**src/rtl/regfile_pkg.sv**
```systemverilog
// Shared widths and constants for the architectural register file with
// rename tags.
package regfile_pkg;

   localparam int RLEN = 32;
   localparam int RIDX = 5;
   localparam int RBID = 4;
   localparam int NREG = 32;

   localparam logic [RLEN-1:0] null32 = '0;
   localparam logic [RIDX-1:0] null5  = '0;
   localparam logic [RBID-1:0] null4  = '0;

   localparam logic True  = 1'b1;
   localparam logic False = 1'b0;

endpackage

```
**src/rtl/regfile_read_port.sv**
```systemverilog
// One combinational source-read port: looks up value/busy/tag for rs and
// bypasses a same-cycle commit whose tag matches the pending producer.
module regfile_read_port
   import regfile_pkg::*;
(
   input  logic [RIDX-1:0]      rs,
   input  logic [NREG*RLEN-1:0] val_flat,
   input  logic [NREG-1:0]      busy_vec,
   input  logic [NREG*RBID-1:0] tag_flat,
   input  logic                 write_flag,
   input  logic [RBID-1:0]      write_idx,
   input  logic [RIDX-1:0]      write_rd,
   input  logic [RLEN-1:0]      new_val,
   output logic                 rs_busy,
   output logic [RLEN-1:0]      rs_val,
   output logic [RBID-1:0]      rs_idx
);

   logic [RLEN-1:0] cur_val;
   logic [RBID-1:0] cur_tag;
   logic            cur_busy;
   logic            is_x0;
   logic            hit;

   always_comb begin
      cur_val  = val_flat[int'(rs)*RLEN +: RLEN];
      cur_tag  = tag_flat[int'(rs)*RBID +: RBID];
      cur_busy = busy_vec[rs];
      is_x0    = (rs == null5);
      // Only the commit of the exact pending producer may bypass.
      hit      = write_flag && (write_rd == rs) && (cur_tag == write_idx) && cur_busy;
      rs_busy  = cur_busy && !hit && !is_x0;
      rs_idx   = cur_tag;
      if (is_x0) begin
         rs_val = null32;
      end else if (hit) begin
         rs_val = new_val;
      end else begin
         rs_val = cur_val;
      end
   end

endmodule

```
**src/rtl/regfile.sv**
```systemverilog
// Architectural register file: 32 committed values plus busy bit and ROB tag
// per register, fed by the ROB rename (upd_*) and commit (write_*) streams.
module regfile
   import regfile_pkg::*;
(
   input  logic            clk,
   input  logic            rst,
   input  logic            rdy,
   input  logic            jp_wrong,
   input  logic [RIDX-1:0] rs1,
   input  logic [RIDX-1:0] rs2,
   output logic            rs1_busy,
   output logic            rs2_busy,
   output logic [RLEN-1:0] reg1,
   output logic [RLEN-1:0] reg2,
   output logic [RBID-1:0] rs1_idx,
   output logic [RBID-1:0] rs2_idx,
   input  logic            upd_flag,
   input  logic [RBID-1:0] upd_idx,
   input  logic [RIDX-1:0] upd_rd,
   input  logic            write_flag,
   input  logic [RBID-1:0] write_idx,
   input  logic [RIDX-1:0] write_rd,
   input  logic [RLEN-1:0] new_val
);

   logic [RLEN-1:0] val_q [NREG];
   logic [RLEN-1:0] val_d [NREG];
   logic [RBID-1:0] tag_q [NREG];
   logic [RBID-1:0] tag_d [NREG];
   logic [NREG-1:0] busy_q;
   logic [NREG-1:0] busy_d;

   logic [NREG*RLEN-1:0] val_flat;
   logic [NREG*RBID-1:0] tag_flat;

   logic do_commit;
   logic do_rename;

   always_comb begin
      val_flat = '0;
      tag_flat = '0;
      for (int r = 0; r < NREG; r++) begin
         val_flat[r*RLEN +: RLEN] = val_q[r];
         tag_flat[r*RBID +: RBID] = tag_q[r];
      end
   end

   always_comb begin
      do_commit = write_flag && (write_rd != null5);
      do_rename = upd_flag && (upd_rd != null5);
      val_d  = val_q;
      tag_d  = tag_q;
      busy_d = busy_q;
      if (jp_wrong) begin
         // Values are committed state and survive a flush; wrong-path commits are dropped.
         busy_d = '0;
         for (int r = 0; r < NREG; r++) begin
            tag_d[r] = null4;
         end
      end else if (rdy) begin
         if (do_commit) begin
            val_d[write_rd] = new_val;
            if (tag_q[write_rd] == write_idx) begin
               busy_d[write_rd] = False;
            end
         end
         // Applied after the commit so a same-register rename wins busy/tag.
         if (do_rename) begin
            busy_d[upd_rd] = True;
            tag_d[upd_rd]  = upd_idx;
         end
      end
   end

   always_ff @(posedge clk) begin
      if (rst) begin
         busy_q <= '0;
         for (int r = 0; r < NREG; r++) begin
            val_q[r] <= null32;
            tag_q[r] <= null4;
         end
      end else begin
         busy_q <= busy_d;
         val_q  <= val_d;
         tag_q  <= tag_d;
      end
   end

   regfile_read_port u_port1 (
      .rs         (rs1),
      .val_flat   (val_flat),
      .busy_vec   (busy_q),
      .tag_flat   (tag_flat),
      .write_flag (write_flag),
      .write_idx  (write_idx),
      .write_rd   (write_rd),
      .new_val    (new_val),
      .rs_busy    (rs1_busy),
      .rs_val     (reg1),
      .rs_idx     (rs1_idx)
   );

   regfile_read_port u_port2 (
      .rs         (rs2),
      .val_flat   (val_flat),
      .busy_vec   (busy_q),
      .tag_flat   (tag_flat),
      .write_flag (write_flag),
      .write_idx  (write_idx),
      .write_rd   (write_rd),
      .new_val    (new_val),
      .rs_busy    (rs2_busy),
      .rs_val     (reg2),
      .rs_idx     (rs2_idx)
   );

endmodule

```
**config.mk**
```make
export PLATFORM = sky130hd
export DESIGN_NAME = regfile
export DESIGN_NICKNAME = d
export VERILOG_FILES = /design/src/rtl/regfile_pkg.sv /design/src/rtl/regfile_read_port.sv /design/src/rtl/regfile.sv
export SDC_FILE = /design/constraint.sdc
export NUM_CORES = 2
export LEC_CHECK = 0
export CAP_MARGIN = 30
export CORE_UTILIZATION = 40
export CTS_BUF_LIST = sky130_fd_sc_hd__clkbuf_4 sky130_fd_sc_hd__clkbuf_8
export DETAILED_ROUTE_END_ITERATION = 8
export DONT_BUFFER_PORTS = 1
export HOLD_SLACK_MARGIN = 0.06
export PLACE_DENSITY_LB_ADDON = 0.3
export SETUP_SLACK_MARGIN = 0.02
export SYNTH_ARGS = -nofsm -noshare
export SYNTH_HDL_FRONTEND = slang
export SYNTH_SLANG_ARGS = --single-unit
```
**constraint.sdc**
```tcl
create_clock -name clk -period 14.2 [get_ports clk]
set_clock_uncertainty 0.15 [all_clocks]
set_input_delay 3.55 -clock clk [delete_from_list [all_inputs] [get_ports clk]]
set_output_delay 3.55 -clock clk [all_outputs]
set_load 0.02 [all_outputs]
```
Word level (Yosys, flattened, before mapping)
Index checks and enable logic that the tools add are counted.

cells by class
  $lt $le $gt $ge = 10
  eq/ne operators = 5
  shift operators = 4
  multiplexer cells = 26
  bitwise logic cells = 6
  reductions and logical operators = 27

operators with widths
  kind                                                                                 number
  1024-bit by 11-bit indexed part select with 32-bit output                            2
  1024-bit bitwise mux                                                                 1
  32-bit 2-to-1 mux                                                                    10
  128-bit by 8-bit indexed part select with 4-bit output                               2
  32-bit demux with 5-bit select                                                       1
  128-bit bitwise mux                                                                  1
  32-bit bitwise AND                                                                   1
  32-bit NOT                                                                           1
  32-bit OR                                                                            1
  5-bit by 6-bit < comparator with 1-bit output, second input constant                 4
  4-bit binary-select mux with 5-bit select                                            1
  4-bit demux with 5-bit select                                                        1
  1-bit logical AND                                                                    16
  4-bit equality test                                                                  3
  6-bit greater-or-equal comparator, second input constant                             2
  6-bit by 1-bit < comparator with 1-bit output, second input constant                 2
  4-bit 2-to-1 mux                                                                     3
  5-bit NOT with 6-bit output                                                          2
  1-bit binary-select mux with 5-bit select                                            2
  1-bit demux with 5-bit select                                                        2
  5-bit equality test                                                                  2
  5-bit by 1-bit greater-or-equal comparator with 1-bit output, second input constant  2
  5-bit logical NOT                                                                    2
  5-bit nonzero test                                                                   2
  6 further kinds                                                                      12

word-level totals
  bits in registers = 1,184
  output and inout port bits = 74
  logic and storage cells = 143

Longest topological paths before layout
  word-level depth = 12
  mapped depth = 15

Cells and area by module
A second synthesis with hierarchy kept.

unflattened totals
  cells, all modules = 6,711
  area total of the unflattened synthesis = 62,314.8 um^2

modules (own cells, without submodules)
  module             instances  cells an instance  area each (um^2)  sequential area each (um^2)
  regfile            1          5,339              42,215.5          23,702.7
  regfile_read_port  2          686                10,049.6          0.0

Worst setup path before layout
No wires, ideal clock.

  path type = in2out
  from = in rs2[1]
  to = out reg2[10]
  arrival time = 6.543 ns
  setup slack = 3.957 ns
  stages on the path = 10
  path through = buf_4 > buf_2 > nor3_1 > a221oi_1 > and3_1 > a31oi_1 > xor2_1 > nor4_4 > buf_4 > mux2i_1

on the way
  word-level cells in the longest chain between the ends = 6
  elaborated cells between the ends (all ways) = 12
  classes of those cells = eq/ne: 2; shift: 2; mux: 4; reduce/logical: 4

RTL lines
  what                                                    RTL line                 text
  start, declared                                         regfile.sv:11            input logic [RIDX-1:0] rs2,
  128-bit by 8-bit indexed part select with 4-bit output  regfile_read_port.sv:27  cur_tag = tag_flat[int'(rs)*RBID +: RBID];
  named net rs2_idx[3]                                    regfile.sv:17            output logic [RBID-1:0] rs2_idx,
  4-bit equality test                                     regfile_read_port.sv:31  hit = write_flag && (write_rd == rs) && (cur_tag == write_idx) && cur_busy;
  1-bit logical AND (2 in series)                         regfile_read_port.sv:31
  32-bit 2-to-1 mux                                       regfile_read_port.sv:36  end else if (hit) begin
  32-bit 2-to-1 mux                                       regfile_read_port.sv:34  if (is_x0) begin
  end, declared                                           regfile.sv:15            output logic [RLEN-1:0] reg2,

The timed path passes the listed nets, and every way through them passes these cells. The select of a mux whose other input is x is not followed.

Worst setup path after layout
  from = in rs2[1]
  to = out reg2[13]

The elaborated chain is that of the path after synthesis.

==> flow_metrics.py <==
metrics = {
    "outcome": {
        "status": "complete, but fails checks",
        "violations": "slew limit",
    },
    "run": {
        "cap_violations": 0,
    },
    "placement": {
        "io_buffers": 0,
        "post-dp-hpwl_um": 125000,
        "placed_cells": 8273,
        "placed_cell_area_mm2": 0.0631,
        "gp_congestion": 0.907,
    },
    "clock_network": {
        "cts_setup_buffers": 0,
        "cts_buffers": 193,
        "clockBufferDepth": 3,
        "cts_root_buf": "clkbuf_8",
        "post_cts_resized": 0,
        "clock_latency_ps": 930,
        "path_clk_slew_ps": 60,
        "clock-sinks": 1184,
        "cts_tree": "yes",
        "cts_max_level": 4,
        "hold_buffers": 0,
    },
    "power": {
        "p_clk_share_pct": 48.1,
        "p_leak_nw": 21.5,
        "irDropWorstVdd_mv": 0.0946,
        "p_switching_mw": 1.64,
        "p_seq_share_pct": 47.8,
        "power_density_mw_per_mm2": 103,
        "comb_power_share_pct": 4.0,
        "internal_power_mw": 5.33,
        "p_sw_share_pct": 23.5,
    },
    "critical_path": {
        "worstSetupStartpointType": "input pin",
        "arrival_ps": 7350,
        "max_stage_delay_ps": 730,
        "endpoint_kind": "output pin",
        "crit_family": "buffers and inverters",
        "cp_slowest_cell": "buf_4",
        "crit_top_cell": "buf_4",
        "crit_path_max_fanout": 251,
        "path_cells": "nor3_2, buf_4, a221oi_1, and3_1, a31oi_1, xor2_1, nor4_4, buf_4, mux2i_1",
        "crit_required_ps": 10500,
        "worstSetupPathType": "in2out",
        "path_buf_inv": 2,
    },
    "synth": {
        "synth_top_cell_area_share_pct": 37.9,
        "ys_warn_count": 0,
        "netlist_area_mm2": 0.0626,
        "synthFlopType": "dfxtp_1",
        "seq_area_frac_synth_pct": 37.9,
        "async_reset_ff_share_pct": 0,
        "synth.area.top_cells": "dfxtp_1, mux4_2, nand2_1, a21oi_1, mux2i_1",
        "synthCells": 6862,
        "synth-edff-count": 0,
        "yosysUniqueCellTypes": 60,
        "synth_most_common_cell": "nand2_1",
        "synthTopCellsByCount": "nand2_1, dfxtp_1, a21oi_1",
        "ys_ff_latch": 1184,
        "syn_area_per_cell_um2": 9.12,
        "syn_nets": 6928,
        "yosysTopAreaCell": "dfxtp_1",
    },
    "sta": {
        "finalCriticalPeriod_ps": 11050,
        "setup_viol": 0,
        "setup_tns_ps": 0,
        "final.period_utilization_pct": 77.8,
        "hold_viol": 0,
        "rsz0062_at_grt": "false",
        "drv_slew": 397,
        "worst_slew_pin_slew_ps": 2110,
        "maxSlewHeadroom_pct": -40.6,
        "fmax_mhz": 90.5,
    },
    "global_route": {
        "grt_pass1_wl_um": 340000,
        "gr-total-overflow": 0,
        "grt_max_degree": 1027,
        "grt_use_total_pct": 29.0,
        "grt_pass1_vias": 50700,
        "antenna_found_initial": 4,
    },
    "layout": {
        "area_growth_pct": 8.03,
        "fin_area_mm2": 0.0676,
        "drive_gt1_share_pct": 18.5,
        "fillCellCount": 14600,
        "nets": 6493,
        "finalNonFillerCells": 8634,
    },
    "route": {
        "drc": 0,
        "drtAntennaViolNets": 0,
        "via_per_inst": 6.20,
        "first_pass_iters": 7,
        "drt-initial-drc-count": 7726,
        "vias": 53500,
        "wire_per_inst_um": 27.3,
        "routed_wl_um": 235000,
    },
    "floorplan": {
        "die_area_mm2": 0.158,
        "pin_count": 140,
        "die_w_um": 398,
        "initial_core_util_pct": 40.4,
        "core_area_mm2": 0.155,
        "num_rows": 144,
        "die_h_um": 398,
    },
    "hold_path": {
        "hold_class": "reg2reg",
    },
}
## state kept, by name (all words and copies together) (netlist names)
register	cells
tag_flat	128
val_flat	1024
busy_q	32
## power by group through the flow
stage | Sequential (mW) | Clock (mW) | Combinational (mW)
detailed placement | 3.41 | 0 | 0.233
global placement | 3.41 | 0 | 0.231
floorplan | 3.41 | 0 | 0.364
finish | 3.33 | 3.36 | 0.282
global route | 3.33 | 3.53 | 0.287
CTS | 3.33 | 3.38 | 0.233
## per-layer routing
metal  vias up  routed length [um]  global-route usage, %
li1      23200                   -                      -
met2      3298              106000                   44.7
met4         4               13100                   15.2
met1     26300               89100                   37.4
met3       756               27400                   7.65
met5         -                  25                      0
## layout make-up
cell class                 instances  area [um^2]  share of cell area (%)
timing repair buffer              87          729                    1.08
clock buffer                     311         4020                    5.94
multi-input combinational       4923        36000                    53.3
tap                             2044         2560                    3.78
sequential                      1184        23700                    35.1
inverter                          38          144                   0.213
clock inverter                    45          408                   0.603
antenna                            2         5.00                 0.00740
## final timing paths
| kind | from | end | slack (ps) | cells after the start |
|---|---|---|---|---|
| worst max-delay path | rs2[1] | reg2[13] | 3150 | 9 |
| worst min-delay path | val_flat[202] | val_flat[202] | 320 | 2 |
| worst max register to register | tag_flat[107] | busy_q[27] | 11600 | 8 |
| worst min register to register | val_flat[202] | val_flat[202] | 320 | 2 |
## worst min-delay path, delay by kind of cell (launching register included)
kind / cells / cell delay (ps)
AOI/OAI and AO/OA: 1 / 50
DFF: 1 / 320
and+or+nand+nor: 1 / 50
## per-stage QoR
stage	power (mW)	utilization, %	setup slack [ps]	hold WS (ps)
detailed placement	3.64	40.8	3290	307
floorplan	3.77	-	3960	290
global placement	3.64	40.7	3340	298
global route	7.15	43.7	3200	327
CTS	6.95	43.6	3300	315
finish	6.97	43.7	3150	315
## cell families (layout without fill, tap and decap cells)
| family | count (synthesis) | in the layout | share of synthesized area, % |
|---|---|---|---|
| compound gates | 1306 | 1306 | 11.1 |
| flops | 1184 | 1184 | 37.9 |
| other cells | 0 | 2 | 0 |
| simple gates | 2612 | 2612 | 16.5 |
| buf+inv | 755 | 481 | 5.06 |
| xor+xnor | 18 | 18 | 0.252 |
| mux | 987 | 987 | 29.2 |
## layout by cell type, fill, tap and decap left out, drive strengths merged, types with 5 or more instances in the layout
master,synthesis,layout
a221oi,24,24
a31oi,5,5
o31ai,8,8
mux2i,279,279
a211oi,5,5
nor2,166,166
o21ai,80,80
mux2,54,54
nor2b,80,80
clkbuf,559,311
xor2,6,6
nand4,6,6
nand2b,12,12
o2111ai,12,12
a22oi,43,43
a21oi,1095,1095
and2,12,12
buf,158,87
nand3,41,41
and3b,6,6
nand2,2232,2232
xnor2,12,12
o211ai,10,10
mux4,654,654
clkinv,0,35
dfxtp,1184,1184
inv,38,40
nor3,21,21
and3,7,7
nor3b,8,8
No activity file was read; power rests on OpenSTA's default activity.
